**config.mk**
```make
export PLATFORM = sky130hd
export DESIGN_NAME = mapper_frame_ctrl_flat
export DESIGN_NICKNAME = d
export VERILOG_FILES = /design/src/rtl/mapper_frame_ctrl_if.sv /design/src/rtl/mapper_frame_ctrl.sv /design/src/flat_wrapper.sv
export SDC_FILE = /design/constraint.sdc
export NUM_CORES = 1
export LEC_CHECK = 0
export CORE_UTILIZATION = 43
export DETAILED_ROUTE_END_ITERATION = 10
export PLACE_DENSITY = 0.89
export RECOVER_POWER = 25
export SYNTH_ARGS = -nofsm -noshare
export SYNTH_HDL_FRONTEND = slang
export SYNTH_SLANG_ARGS = --single-unit
```
**constraint.sdc**
```tcl
create_clock -name clk -period 2.8 [get_ports clk]
set_clock_uncertainty 0.1 [all_clocks]
set_input_delay 0.28 -clock clk [delete_from_list [all_inputs] [get_ports clk]]
set_output_delay 0.28 -clock clk [all_outputs]
set_load 0.03 [all_outputs]
```
**src/rtl/mapper_frame_ctrl_if.sv**
```systemverilog
`default_nettype none
// ============================================================================
//  Module      : mapper_frame_ctrl_if
//  Description : Chunk-input and mapper-control bundle between the frame
//                sequencer (slave) and the buffer / mapper / IFFT side (master).
//  Revision    : 1.0
// ============================================================================
interface mapper_frame_ctrl_if;
    logic        in_valid;
    logic [35:0] in_data;
    logic        in_ready;
    logic        out_ready;
    logic        map_rst_n;
    logic [1:0]  mod;
    logic [17:0] x0;
    logic [17:0] x1;
    logic        run;

    modport slave (
        input  in_valid, in_data, out_ready,
        output in_ready, map_rst_n, mod, x0, x1, run
    );

    modport master (
        output in_valid, in_data, out_ready,
        input  in_ready, map_rst_n, mod, x0, x1, run
    );
endinterface
`default_nettype wire

```
**src/rtl/mapper_frame_ctrl.sv**
```systemverilog
`default_nettype none
// ============================================================================
//  Module      : mapper_frame_ctrl
//  Description : Frame sequencer for the 6-subcarrier mapper; issues 8 runs
//                per OFDM symbol, SIGNAL in BPSK, pads aborted symbols.
//  Revision    : 1.0
// ============================================================================
module mapper_frame_ctrl #(
    parameter int SYM_W       = 12,
    parameter int MAP_RST_CYC = 2
) (
    input  wire logic             clk,
    input  wire logic             rst,
    input  wire logic             frame_start,
    input  wire logic [1:0]       rate_mod,
    input  wire logic [SYM_W-1:0] n_sym,
    input  wire logic             abort,
    mapper_frame_ctrl_if.slave    bus,
    output logic      [SYM_W-1:0] sym_cnt,
    output logic                  busy,
    output logic                  frame_done,
    output logic                  aborted
);

    localparam logic [2:0] S_IDLE = 3'd0;
    localparam logic [2:0] S_MRST = 3'd1;
    localparam logic [2:0] S_SIG  = 3'd2;
    localparam logic [2:0] S_DATA = 3'd3;
    localparam logic [2:0] S_PAD  = 3'd4;
    localparam logic [2:0] S_DONE = 3'd5;

    localparam logic [1:0] MCNT_LAST = 2'(MAP_RST_CYC - 1);

    logic [2:0]       r_state;
    logic [2:0]       w_next_state;
    logic [1:0]       r_rate;
    logic [SYM_W-1:0] r_nsym;
    logic [SYM_W-1:0] r_sym_cnt;
    logic             r_aborted;
    logic [2:0]       r_rc;
    logic [1:0]       r_mcnt;
    logic [1:0]       r_mod;
    logic             r_pad_sig;

    logic             w_run;
    logic             w_in_ready;
    logic [17:0]      w_x0;
    logic [17:0]      w_x1;
    logic             w_map_rst_n;
    logic             w_sym_end;
    logic             w_abort_exit;
    logic [2:0]       w_abort_to;
    logic [SYM_W-1:0] w_cnt_next;

    assign w_sym_end  = w_run && (r_rc == 3'd7);
    assign w_cnt_next = r_sym_cnt + SYM_W'(1);
    // Mid-symbol abort must finish the symbol with padding; only an untouched one can end at once.
    assign w_abort_to = ((r_rc == 3'd0) && !w_run) ? S_DONE : S_PAD;

    always_ff @(posedge clk or negedge rst) begin
        if (!rst) begin
            r_state <= S_IDLE;
        end else begin
            r_state <= w_next_state;
        end
    end

    always_comb begin
        w_next_state = r_state;
        w_abort_exit = 1'b0;
        case (r_state)
            S_IDLE: if (frame_start) w_next_state = S_MRST;
            S_MRST: begin
                if (abort) begin
                    w_next_state = S_DONE;
                    w_abort_exit = 1'b1;
                end else if (r_mcnt == MCNT_LAST) begin
                    w_next_state = S_SIG;
                end
            end
            S_SIG: begin
                if (w_sym_end) begin
                    w_abort_exit = abort;
                    w_next_state = (abort || (r_nsym == '0)) ? S_DONE : S_DATA;
                end else if (abort) begin
                    w_next_state = w_abort_to;
                    w_abort_exit = (w_abort_to == S_DONE);
                end
            end
            S_DATA: begin
                if (w_sym_end) begin
                    w_abort_exit = abort;
                    if (abort || (w_cnt_next == r_nsym)) w_next_state = S_DONE;
                end else if (abort) begin
                    w_next_state = w_abort_to;
                    w_abort_exit = (w_abort_to == S_DONE);
                end
            end
            S_PAD: begin
                if (w_sym_end) begin
                    w_next_state = S_DONE;
                    w_abort_exit = 1'b1;
                end
            end
            S_DONE:  w_next_state = S_IDLE;
            default: w_next_state = S_IDLE;
        endcase
    end

    always_comb begin
        w_run       = 1'b0;
        w_in_ready  = 1'b0;
        w_x0        = '0;
        w_x1        = '0;
        w_map_rst_n = 1'b1;
        case (r_state)
            S_MRST: w_map_rst_n = 1'b0;
            S_SIG, S_DATA: begin
                w_in_ready = bus.out_ready;
                w_run      = bus.in_valid & bus.out_ready;
                w_x0       = bus.in_data[17:0];
                w_x1       = bus.in_data[35:18];
            end
            S_PAD:   w_run = bus.out_ready;
            default: ;
        endcase
    end

    always_ff @(posedge clk or negedge rst) begin
        if (!rst) begin
            r_rate    <= '0;
            r_nsym    <= '0;
            r_sym_cnt <= '0;
            r_aborted <= 1'b0;
            r_rc      <= '0;
            r_mcnt    <= '0;
            r_mod     <= '0;
            r_pad_sig <= 1'b0;
        end else begin
            if ((r_state == S_IDLE) && frame_start) begin
                r_rate    <= rate_mod;
                r_nsym    <= n_sym;
                r_sym_cnt <= '0;
                r_aborted <= 1'b0;
                r_rc      <= '0;
                r_mcnt    <= '0;
                r_mod     <= '0;
            end
            if (r_state == S_MRST) r_mcnt <= r_mcnt + 2'd1;
            if (w_run) r_rc <= r_rc + 3'd1;
            if ((r_state == S_SIG) && (w_next_state == S_DATA)) r_mod <= r_rate;
            // A padded SIGNAL symbol is not a data symbol and must not count.
            if (w_sym_end && ((r_state == S_DATA) || ((r_state == S_PAD) && !r_pad_sig)))
                r_sym_cnt <= w_cnt_next;
            if ((r_state != S_PAD) && (w_next_state == S_PAD)) r_pad_sig <= (r_state == S_SIG);
            if (w_abort_exit) r_aborted <= 1'b1;
        end
    end

    assign bus.run       = w_run;
    assign bus.in_ready  = w_in_ready;
    assign bus.x0        = w_x0;
    assign bus.x1        = w_x1;
    assign bus.map_rst_n = w_map_rst_n;
    assign bus.mod       = r_mod;
    assign sym_cnt       = r_sym_cnt;
    assign busy          = (r_state != S_IDLE);
    assign frame_done    = (r_state == S_DONE);
    assign aborted       = r_aborted;

endmodule
`default_nettype wire
```
**src/flat_wrapper.sv**
```systemverilog
// flat-port wrapper written by rule: the top's interface ports become plain ports
module mapper_frame_ctrl_flat 
#(
    parameter int SYM_W       = 12,
    parameter int MAP_RST_CYC = 2
)
  (clk, rst, frame_start, rate_mod, n_sym, abort, sym_cnt, busy, frame_done, aborted, bus_in_valid, bus_in_data, bus_out_ready, bus_in_ready, bus_map_rst_n, bus_mod, bus_x0, bus_x1, bus_run);
  mapper_frame_ctrl_if bus_i ();
  input  wire logic clk;
  input  wire logic rst;
  input  wire logic frame_start;
  input  wire logic [1:0] rate_mod;
  input  wire logic [SYM_W-1:0] n_sym;
  input  wire logic abort;
  output logic      [SYM_W-1:0] sym_cnt;
  output logic busy;
  output logic frame_done;
  output logic aborted;
  input wire logic [$bits(bus_i.in_valid)-1:0] bus_in_valid;
  input wire logic [$bits(bus_i.in_data)-1:0] bus_in_data;
  input wire logic [$bits(bus_i.out_ready)-1:0] bus_out_ready;
  output wire logic [$bits(bus_i.in_ready)-1:0] bus_in_ready;
  output wire logic [$bits(bus_i.map_rst_n)-1:0] bus_map_rst_n;
  output wire logic [$bits(bus_i.mod)-1:0] bus_mod;
  output wire logic [$bits(bus_i.x0)-1:0] bus_x0;
  output wire logic [$bits(bus_i.x1)-1:0] bus_x1;
  output wire logic [$bits(bus_i.run)-1:0] bus_run;
  assign bus_i.in_valid = bus_in_valid;
  assign bus_i.in_data = bus_in_data;
  assign bus_i.out_ready = bus_out_ready;
  assign bus_in_ready = bus_i.in_ready;
  assign bus_map_rst_n = bus_i.map_rst_n;
  assign bus_mod = bus_i.mod;
  assign bus_x0 = bus_i.x0;
  assign bus_x1 = bus_i.x1;
  assign bus_run = bus_i.run;
  mapper_frame_ctrl #(.SYM_W(SYM_W), .MAP_RST_CYC(MAP_RST_CYC)) u_core (.clk(clk), .rst(rst), .frame_start(frame_start), .rate_mod(rate_mod), .n_sym(n_sym), .abort(abort), .bus(bus_i), .sym_cnt(sym_cnt), .busy(busy), .frame_done(frame_done), .aborted(aborted));
endmodule
```
## Word level (Yosys, flattened, before mapping)

Cells that the tools add are included.

| cells by class | value |
|---|---|
| $add $sub $neg | 3 |
| eq/ne operators | 12 |
| muxes and demuxes | 30 |
| bitwise operators | 1 |
| reduce and logical (&&, ||, !) cells | 22 |

Operators by type and width:

| operator | count |
|---|---|
| 18-bit 2-to-1 mux | 2 |
| 3-bit 2-to-1 mux | 11 |
| 12-bit 2-to-1 mux | 2 |
| 3-bit equality test, second input constant | 5 |
| 3-bit case mux with 5 select lines | 1 |
| 12-bit by 1-bit adder with 12-bit output, second input constant | 1 |
| 12-bit equality test | 1 |
| 12-bit zero test | 1 |
| 2-bit nonzero test | 5 |
| 3-bit by 2-bit equality test with 1-bit output, second input constant | 3 |
| 1-bit 2-to-1 mux | 9 |
| 1-bit logical AND | 7 |
| 3-bit zero test | 2 |
| 2-bit 2-to-1 mux | 3 |
| 3-bit by 1-bit adder with 3-bit output, second input constant | 1 |
| 3-bit by 1-bit equality test with 1-bit output, second input constant | 1 |
| 1-bit logical OR | 3 |
| 3-bit inequality test, second input constant | 1 |
| 1-bit case mux with 3 select lines | 1 |
| 3-bit nonzero test | 1 |
| 2-bit by 1-bit adder with 2-bit output, second input constant | 1 |
| 2-bit by 1-bit equality test with 1-bit output, second input constant | 1 |
| 1-bit zero test | 2 |
| 1-bit case mux with 2 select lines | 1 |
| 2 further kinds | 2 |

| storage, ports and cells | value |
|---|---|
| register bits after elaboration | 38 |
| bits of input ports | 56 |
| logic and storage cells | 77 |

## Logic depth before layout (Yosys ltp)

Gate-level depths: netlist (run 1).

| logic depth | value |
|---|---|
| depth in word-level cells | 12 |
| mapped depth | 8 |
| gate-level depth less buffers | 7 |

## Least setup slack after synthesis (run 1)

OpenSTA, ideal clock, no wires.

| path | value |
|---|---|
| kind | reg2reg |
| from | register u_core.r_sym_cnt[0] (netlist: u_core.sym_cnt[0]) |
| to | register u_core.r_pad_sig |
| arrival time | 1911 ps |
| data required time | 2561 ps |
| path slack | 650 ps |
| cell stages (with the launch flop) | 8 |
| path buffers | 0 |
| period minus slack after synthesis | 2150 ps |
| cell sequence | dfrtp_1 -> ha_1 -> nand3_1 -> nor2_2 -> and4b_1 -> nor2_1 -> nor4_1 -> o211ai_1 |

| on the way | value |
|---|---|
| word-level cells in the longest chain between the ends | 8 |

RTL lines:

| item | RTL line | text |
|---|---|---|
| start: declaration | mapper_frame_ctrl.sv:38 | `logic [SYM_W-1:0] r_sym_cnt;` |
| start signal: assignment | mapper_frame_ctrl.sv:154 | `r_sym_cnt <= w_cnt_next;` |
| 12-bit by 1-bit adder with 12-bit output | mapper_frame_ctrl.sv:56 | `assign w_cnt_next = r_sym_cnt + SYM_W'(1);` |
| 12-bit equality test | mapper_frame_ctrl.sv:93 | `if (abort \|\| (w_cnt_next == r_nsym)) w_next_state = S_DONE;` |
| 1-bit logical OR | mapper_frame_ctrl.sv:93 |  |
| 3-bit 2-to-1 mux | mapper_frame_ctrl.sv:93 |  |
| 3-bit 2-to-1 mux | mapper_frame_ctrl.sv:91 | `if (w_sym_end) begin` |
| 3-bit case mux with 5 select lines | mapper_frame_ctrl.sv:71 | `case (r_state)` |
| 3-bit equality test | mapper_frame_ctrl.sv:155 | `if ((r_state != S_PAD) && (w_next_state == S_PAD)) r_pad_sig <= (r_state == S_SIG);` |
| 1-bit logical AND | mapper_frame_ctrl.sv:155 |  |
| end signal: assignment | mapper_frame_ctrl.sv:155 |  |
| end: declaration | mapper_frame_ctrl.sv:43 | `logic r_pad_sig;` |

Every way passes these cells.
A chain may end at the register's enable or synchronous reset.

## Worst setup path in the final report (run 1)

| path | value |
|---|---|
| from | register u_core.r_state[1] |
| to | output bus_x0[0] |

| on the way | value |
|---|---|
| word-level cells in the longest chain between the ends | 3 |

RTL lines:

| item | RTL line | text |
|---|---|---|
| start: declaration | mapper_frame_ctrl.sv:34 | `logic [2:0] r_state;` |
| start signal: assignment | mapper_frame_ctrl.sv:64 | `r_state <= w_next_state;` |
| 3-bit by 2-bit equality test with 1-bit output | mapper_frame_ctrl.sv:116 | `case (r_state)` |
| 2-bit OR reduction (no source line) * | n/a |  |
| 18-bit 2-to-1 mux * | mapper_frame_ctrl.sv:116 |  |
| end: declaration | flat_wrapper.sv:25 | `output wire logic [$bits(bus_i.x0)-1:0] bus_x0;` |

Every way passes the cells marked *; elsewhere a longest branch is shown, timed or not.

==> flow_summary.json, run 1 <==
{
  "cts-root-buf": "clkbuf_8",
  "drive_gt1_share_pct": 10.1,
  "netlist.area_leader.share_pct": 36.0,
  "power.density_nw_per_um2": 698,
  "clock_path_buffers": 2,
  "dp.cells": 463,
  "rows": 28,
  "post-route-min-period_ns": 2.61,
  "antenna_found_initial": 0,
  "gr-total-overflow": 0,
  "first_global_vias": 2348,
  "cp_num_buf_inv": 2,
  "grt_pass1_wl_um": 11000,
  "cts.sinks": 38,
  "synth-edff-count": 0,
  "setup_tns_ns": 0,
  "p_leak_nw": 1.61,
  "fmax_ghz": 0.384,
  "grt_usage_pct": 21.9,
  "yosysTopAreaCell": "dfrtp_1",
  "endpoint_kind": "output port",
  "cp.arrival_ns": 2.23,
  "ys_seq_area_share_pct": 36.0,
  "relSlewSlack_pct": -31.6,
  "syn_nets": 351,
  "tightest_slew_ns": 1.97,
  "vias": 2546,
  "routed_wirelength_um": 6960,
  "gp_congestion": 0.828,
  "finalHoldViolations": 0,
  "ant_nets": 0,
  "htree_levels": 2,
  "rsz0062_at_grt": "false",
  "core_um2": 5920,
  "route.detailed.drc": 0,
  "irDropWorstVdd_mv": 0.425,
  "dpl_cell_area_um2": 3780,
  "synth_flop_cell": "dfrtp_1",
  "cts-buffers-inserted": 5,
  "path_clk_slew_ns": 0.07,
  "async_flop_share_pct": 100,
  "avgSynthCellArea_um2": 9.12,
  "cts_setup_buffers": 0,
  "chipWidth_um": 80.4,
  "violations": "capacitance limit, slew limit",
  "synth_cells": 290,
  "final_cell_count_no_fill": 471,
  "cpPeakStageDelay_ns": 0.67,
  "cp.required_ns": 2.42,
  "finalInstanceArea_um2": 3880,
  "maxCapViolations": 1,
  "fp.dieArea_um2": 6470,
  "ctsHoldBuffers": 0,
  "setup-violations-final": 0,
  "area_growth_pct": 46.9,
  "cp_cell_sequence": "and2b_1 > buf_4 > and2_1 > clkdlybuf4s50_1",
  "nFillCells": 469,
  "whs_ns": 0.407,
  "yosys_warnings": 0,
  "cp_slowest_cell": "clkdlybuf4s50_1",
  "grt_max_degree": 39,
  "cp_max_fo": 37,
  "final_common_cell": "clkdlybuf4s50_1",
  "post_cts_resized": 0,
  "antenna_cells": 0,
  "io_buffers": 111,
  "synth.distinct_cells": 56,
  "vias_per_cell": 5.41,
  "dieHeight_um": 80.4,
  "reg2reg_depth": 7,
  "startpoint_type": "register",
  "initialDrtViolationCount": 242,
  "initial_utilization_pct": 44.7,
  "critical-path-top-delay-family": "buffers and inverters",
  "synth_area_um2": 2640,
  "wire_per_inst_um": 14.8,
  "ys_top_cells_by_area": "dfrtp_1 36%, and2_1 9.2%, mux2_2 6.0%, o21ai_0 3.6%, xnor2_1 3.0%",
  "boundaryPins": 112,
  "place_hpwl_um": 5380,
  "drt-pass1-iter-count": 4,
  "power_mw": 2.71,
  "nets": 456,
  "status": "complete, but fails checks",
  "hp-class": "register to register",
  "clk_latency_ns": 0.29,
  "hold_depth": 1,
  "finalMaxSlewViolations": 39,
  "ys_seq_elements": 38,
  "fin_crit_sh_pct": 93.1,
  "crit_cells": 4,
  "path_class": "register to output port",
  "cts_tree": "done",
  "final_cell_mix": "111 x clkdlybuf4s50_1, 39 x and2_1, 38 x dfrtp_1"
}
==> cell type report <==
class | count | area, µm² | area share (%)
Sequential cell | 38 | 951 | 24.5
Clock inverter | 1 | 30.0 | 0.773
Tap cell | 75 | 93.8 | 2.42
Clock buffer | 7 | 76.3 | 1.96
Inverter | 12 | 45.0 | 1.16
Multi-Input combinational cell | 223 | 1550 | 39.9
Timing Repair Buffer | 115 | 1140 | 29.3
==> worst paths after layout <==
kind,endpoint,slack [ns],start
worst min register to register,u_core.r_mcnt[0]$_DFFE_PN0P_,0.41,u_core.r_mcnt[0]$_DFFE_PN0P_
worst min-delay path,u_core.r_mcnt[0]$_DFFE_PN0P_,0.41,u_core.r_mcnt[0]$_DFFE_PN0P_
worst max-delay path,bus_x0[0],0.19,u_core.r_state[1]$_DFF_PN0_
min in group asynchronous,u_core.r_nsym[10]$_DFFE_PN0P_,0.91,rst
max in group asynchronous,u_core.r_rc[1]$_DFFE_PN0P_,0.56,rst
worst max register to register,u_core.r_pad_sig$_DFFE_PN0P_,0.39,u_core.sym_cnt[0]$_DFFE_PN0P_
==> where the power goes <==
group	switching (mW)	leakage, nW	total (mW)	internal (mW)
sequential	0.207	0.485	0.917	0.710
combinational	0.682	1.08	1.34	0.659
clock	0.187	0.0524	0.454	0.266
==> layer usage <==
layer | wire length, µm | track usage [%] | up-vias
met1 | 2800 | 26.4 | 1190
met5 | 0 | 0 | -
met2 | 3430 | 37.9 | 126
met3 | 625 | 5.23 | 11
li1 | - | - | 1219
met4 | 104 | 7.68 | 0
==> worst register-to-register path, cell delays in order, from the launching register on <==
cell	delay (ns)
dfrtp_1	0.49
ha_1	0.39
nand3_1	0.21
nor2_2	0.20
and4b_1	0.23
nor2_1	0.08
nor4_1	0.43
o211ai_1	0.15
==> stage by stage <==
| step | setup WS [ns] | util, % |
|---|---|---|
| final | 0.194 | 65.6 |
| after global routing | 0.0546 | 65.6 |
| after CTS | 0.184 | 65.7 |
| after detailed placement | 0.424 | 63.9 |
| after global placement | 0.454 | 63.9 |
| after floorplan | 0.650 | - |
==> cell families (layout without fill, tap and decap cells) <==
kind of cell / Yosys count / in the layout / share of synthesized area, %
AND/OR/NAND/NOR: 135 / 135 / 31.1
XOR/XNOR: 16 / 16 / 5.58
AO/OA/AOI/OAI: 52 / 52 / 13.3
adder cells (fa/ha/maj): 5 / 5 / 2.37
flip-flops: 38 / 38 / 36.0
multiplexers: 15 / 15 / 6.34
buffers and inverters: 29 / 135 / 5.35
==> state kept, by name, indices dropped and copies added, names as in the netlist <==
register and cells:
u_core.aborted 1, u_core.bus.mod 2, u_core.r_mcnt 2, u_core.r_nsym 12, u_core.r_pad_sig 1, u_core.r_rate 2
u_core.r_rc 3, u_core.r_state 3, u_core.sym_cnt 12
==> synth_stat cells (3+ instances only) <==
master,n
a21oi_1,6
and2_1,39
and3_1,3
buf_2,5
buf_4,3
clkbuf_1,7
dfrtp_1,38
ha_1,5
inv_1,12
mux2_2,14
nand2_1,18
nand2b_1,4
nand3_1,14
nand3b_1,3
nand4_1,3
nor2_1,15
nor2b_1,3
nor3_1,4
nor3b_1,3
nor4_1,5
o211ai_1,3
o21ai_0,19
o21ai_1,4
o31ai_1,5
xnor2_1,9
xor2_1,6
(Power assumes the default switching activity.)
==> run 2, diff against run 1 <==
--- a/config.mk
+++ b/config.mk
@@ -7,6 +7,7 @@
 export LEC_CHECK = 0
 export CORE_UTILIZATION = 43
 export DETAILED_ROUTE_END_ITERATION = 10
+export GPL_TIMING_DRIVEN = 0
 export PLACE_DENSITY = 0.89
 export RECOVER_POWER = 25
 export SYNTH_ARGS = -nofsm -noshare
==> flow_summary.json, run 2 (same netlist as run 1, synthesis figures left out) <==
{
  "p_leak_nw": 1.66,
  "clock_path_buffers": 2,
  "setup_tns_ns": 0,
  "cp.required_ns": 2.42,
  "power.density_nw_per_um2": 698,
  "violations": "capacitance limit, slew limit",
  "nFillCells": 451,
  "core_um2": 5920,
  "final_common_cell": "clkdlybuf4s50_1",
  "htree_levels": 2,
  "multi_input_area_um2": 1550,
  "vias": 2588,
  "cts_setup_buffers": 0,
  "post-route-min-period_ns": 2.66,
  "antenna_cells": 0,
  "startpoint_type": "register",
  "gp_congestion": 0.912,
  "cts-root-buf": "clkbuf_8",
  "clk_latency_ns": 0.28,
  "finalMaxSlewViolations": 39,
  "grt_pass1_wl_um": 10800,
  "drt-pass1-iter-count": 4,
  "grt_usage_pct": 21.4,
  "rsz0062_at_grt": "false",
  "ant_nets": 0,
  "regToRegSetupSlack_ns": 0.30,
  "ctsHoldBuffers": 0,
  "rows": 28,
  "vias_per_cell": 5.36,
  "finalInstanceArea_um2": 3950,
  "pre_cts_ws_ns": 0.367,
  "fmax_ghz": 0.376,
  "reg2reg_depth": 7,
  "postLayoutSetupSlackWorst_ns": 0.142,
  "cp.arrival_ns": 2.28,
  "hold_depth": 3,
  "cts-buffers-inserted": 5,
  "wl_met1_um": 2740,
  "hp-class": "primary input to register",
  "post_cts_resized": 0,
  "fin_crit_sh_pct": 94.9,
  "antenna_found_initial": 0,
  "path_clk_slew_ns": 0.08,
  "status": "complete, but fails checks",
  "setup-violations-final": 0,
  "wire_per_inst_um": 14.4,
  "nets": 468,
  "place_hpwl_um": 5490,
  "final_cell_mix": "109 x clkdlybuf4s50_1, 39 x and2_1, 38 x dfrtp_1",
  "cts_tree": "done",
  "boundaryPins": 112,
  "first_global_vias": 2330,
  "grt_max_degree": 39,
  "route.detailed.drc": 0,
  "io_buffers": 110,
  "routed.top_layer": "met4",
  "chipWidth_um": 80.4,
  "routed_wirelength_um": 6970,
  "drive_gt1_share_pct": 12.3,
  "maxCapViolations": 1,
  "dieHeight_um": 80.4,
  "irDropWorstVdd_mv": 0.504,
  "met2WireLength_um": 3540,
  "endpoint_kind": "output port",
  "routed-wl-met3_um": 639,
  "finalHoldViolations": 0,
  "tightest_slew_ns": 2.01,
  "regArea_um2": 951,
  "fp.dieArea_um2": 6470,
  "initial_utilization_pct": 44.7,
  "dpl_cell_area_um2": 3830,
  "area_growth_pct": 49.2,
  "initialDrtViolationCount": 251,
  "relSlewSlack_pct": -34.0,
  "gr-total-overflow": 0,
  "cp_max_fo": 10,
  "path_class": "register to output port",
  "cts.sinks": 38
}
## run 2: area by class of cell
class	instances	area share, %
multi-input combinational	223	39.3
timing repair buffer	110	27.8
sequential	38	24.1
buffer	17	2.51
tap	75	2.38
clock buffer	6	1.84
inverter	12	1.14
clock inverter	2	0.951
## run 2: worst paths after layout
| kind | from | to |
|---|---|---|
| worst max register to register | u_core.sym_cnt[0]$_DFFE_PN0P_ | u_core.r_pad_sig$_DFFE_PN0P_ |
| worst min register to register | u_core.aborted$_DFFE_PN0P_ | u_core.aborted$_DFFE_PN0P_ |
| worst max-delay path | u_core.r_state[2]$_DFF_PN0_ | bus_x0[15] |
| max in group asynchronous | rst | u_core.r_rc[1]$_DFFE_PN0P_ |
| worst min-delay path | abort | u_core.aborted$_DFFE_PN0P_ |
| min in group asynchronous | rst | u_core.sym_cnt[9]$_DFFE_PN0P_ |
## run 2: power by group
group	internal [mW]	total, mW	switching (mW)
Combinational	0.682	1.41	0.725
Sequential	0.710	0.883	0.173
Clock	0.266	0.464	0.198
Total	1.66	2.75	1.10
## run 2: worst max-delay path: stages (launching register included)
cell             delay, ns
dfrtp_1               0.38
buf_4                 0.16
and2b_1               0.33
clkbuf_1              0.27
and2_1                0.18
clkdlybuf4s50_1       0.67
## run 2: metal layers
layer | vias up | GRT usage [%]
met5 | - | 0
met4 | 0 | 6.61
met3 | 6 | 5.91
met2 | 115 | 35.5
met1 | 1218 | 26.7
li1 | 1249 | -
## run 2: stage by stage
stage | hold WS, ns | utilization, % | std cells | power, mW
2_1_floorplan | -0.116 | - | 290 | 1.81
3_3_place_gp | 0.380 | 64.8 | 475 | 2.24
3_5_place_dp | 0.328 | 64.8 | 475 | 2.29
4_1_cts | 0.0152 | 66.6 | 483 | 2.76
5_1_grt | 0.349 | 66.6 | 483 | 2.93
6_report | 0.323 | 66.6 | 483 | 2.75
==> run 3, diff against run 2 <==
--- a/config.mk
+++ b/config.mk
@@ -7,7 +7,6 @@
 export LEC_CHECK = 0
 export CORE_UTILIZATION = 43
 export DETAILED_ROUTE_END_ITERATION = 10
-export GPL_TIMING_DRIVEN = 0
 export PLACE_DENSITY = 0.89
 export RECOVER_POWER = 25
 export SYNTH_ARGS = -nofsm -noshare
==> results of run 3 <==
No change in the layout: final DEF, timing and power equal those of run 1.
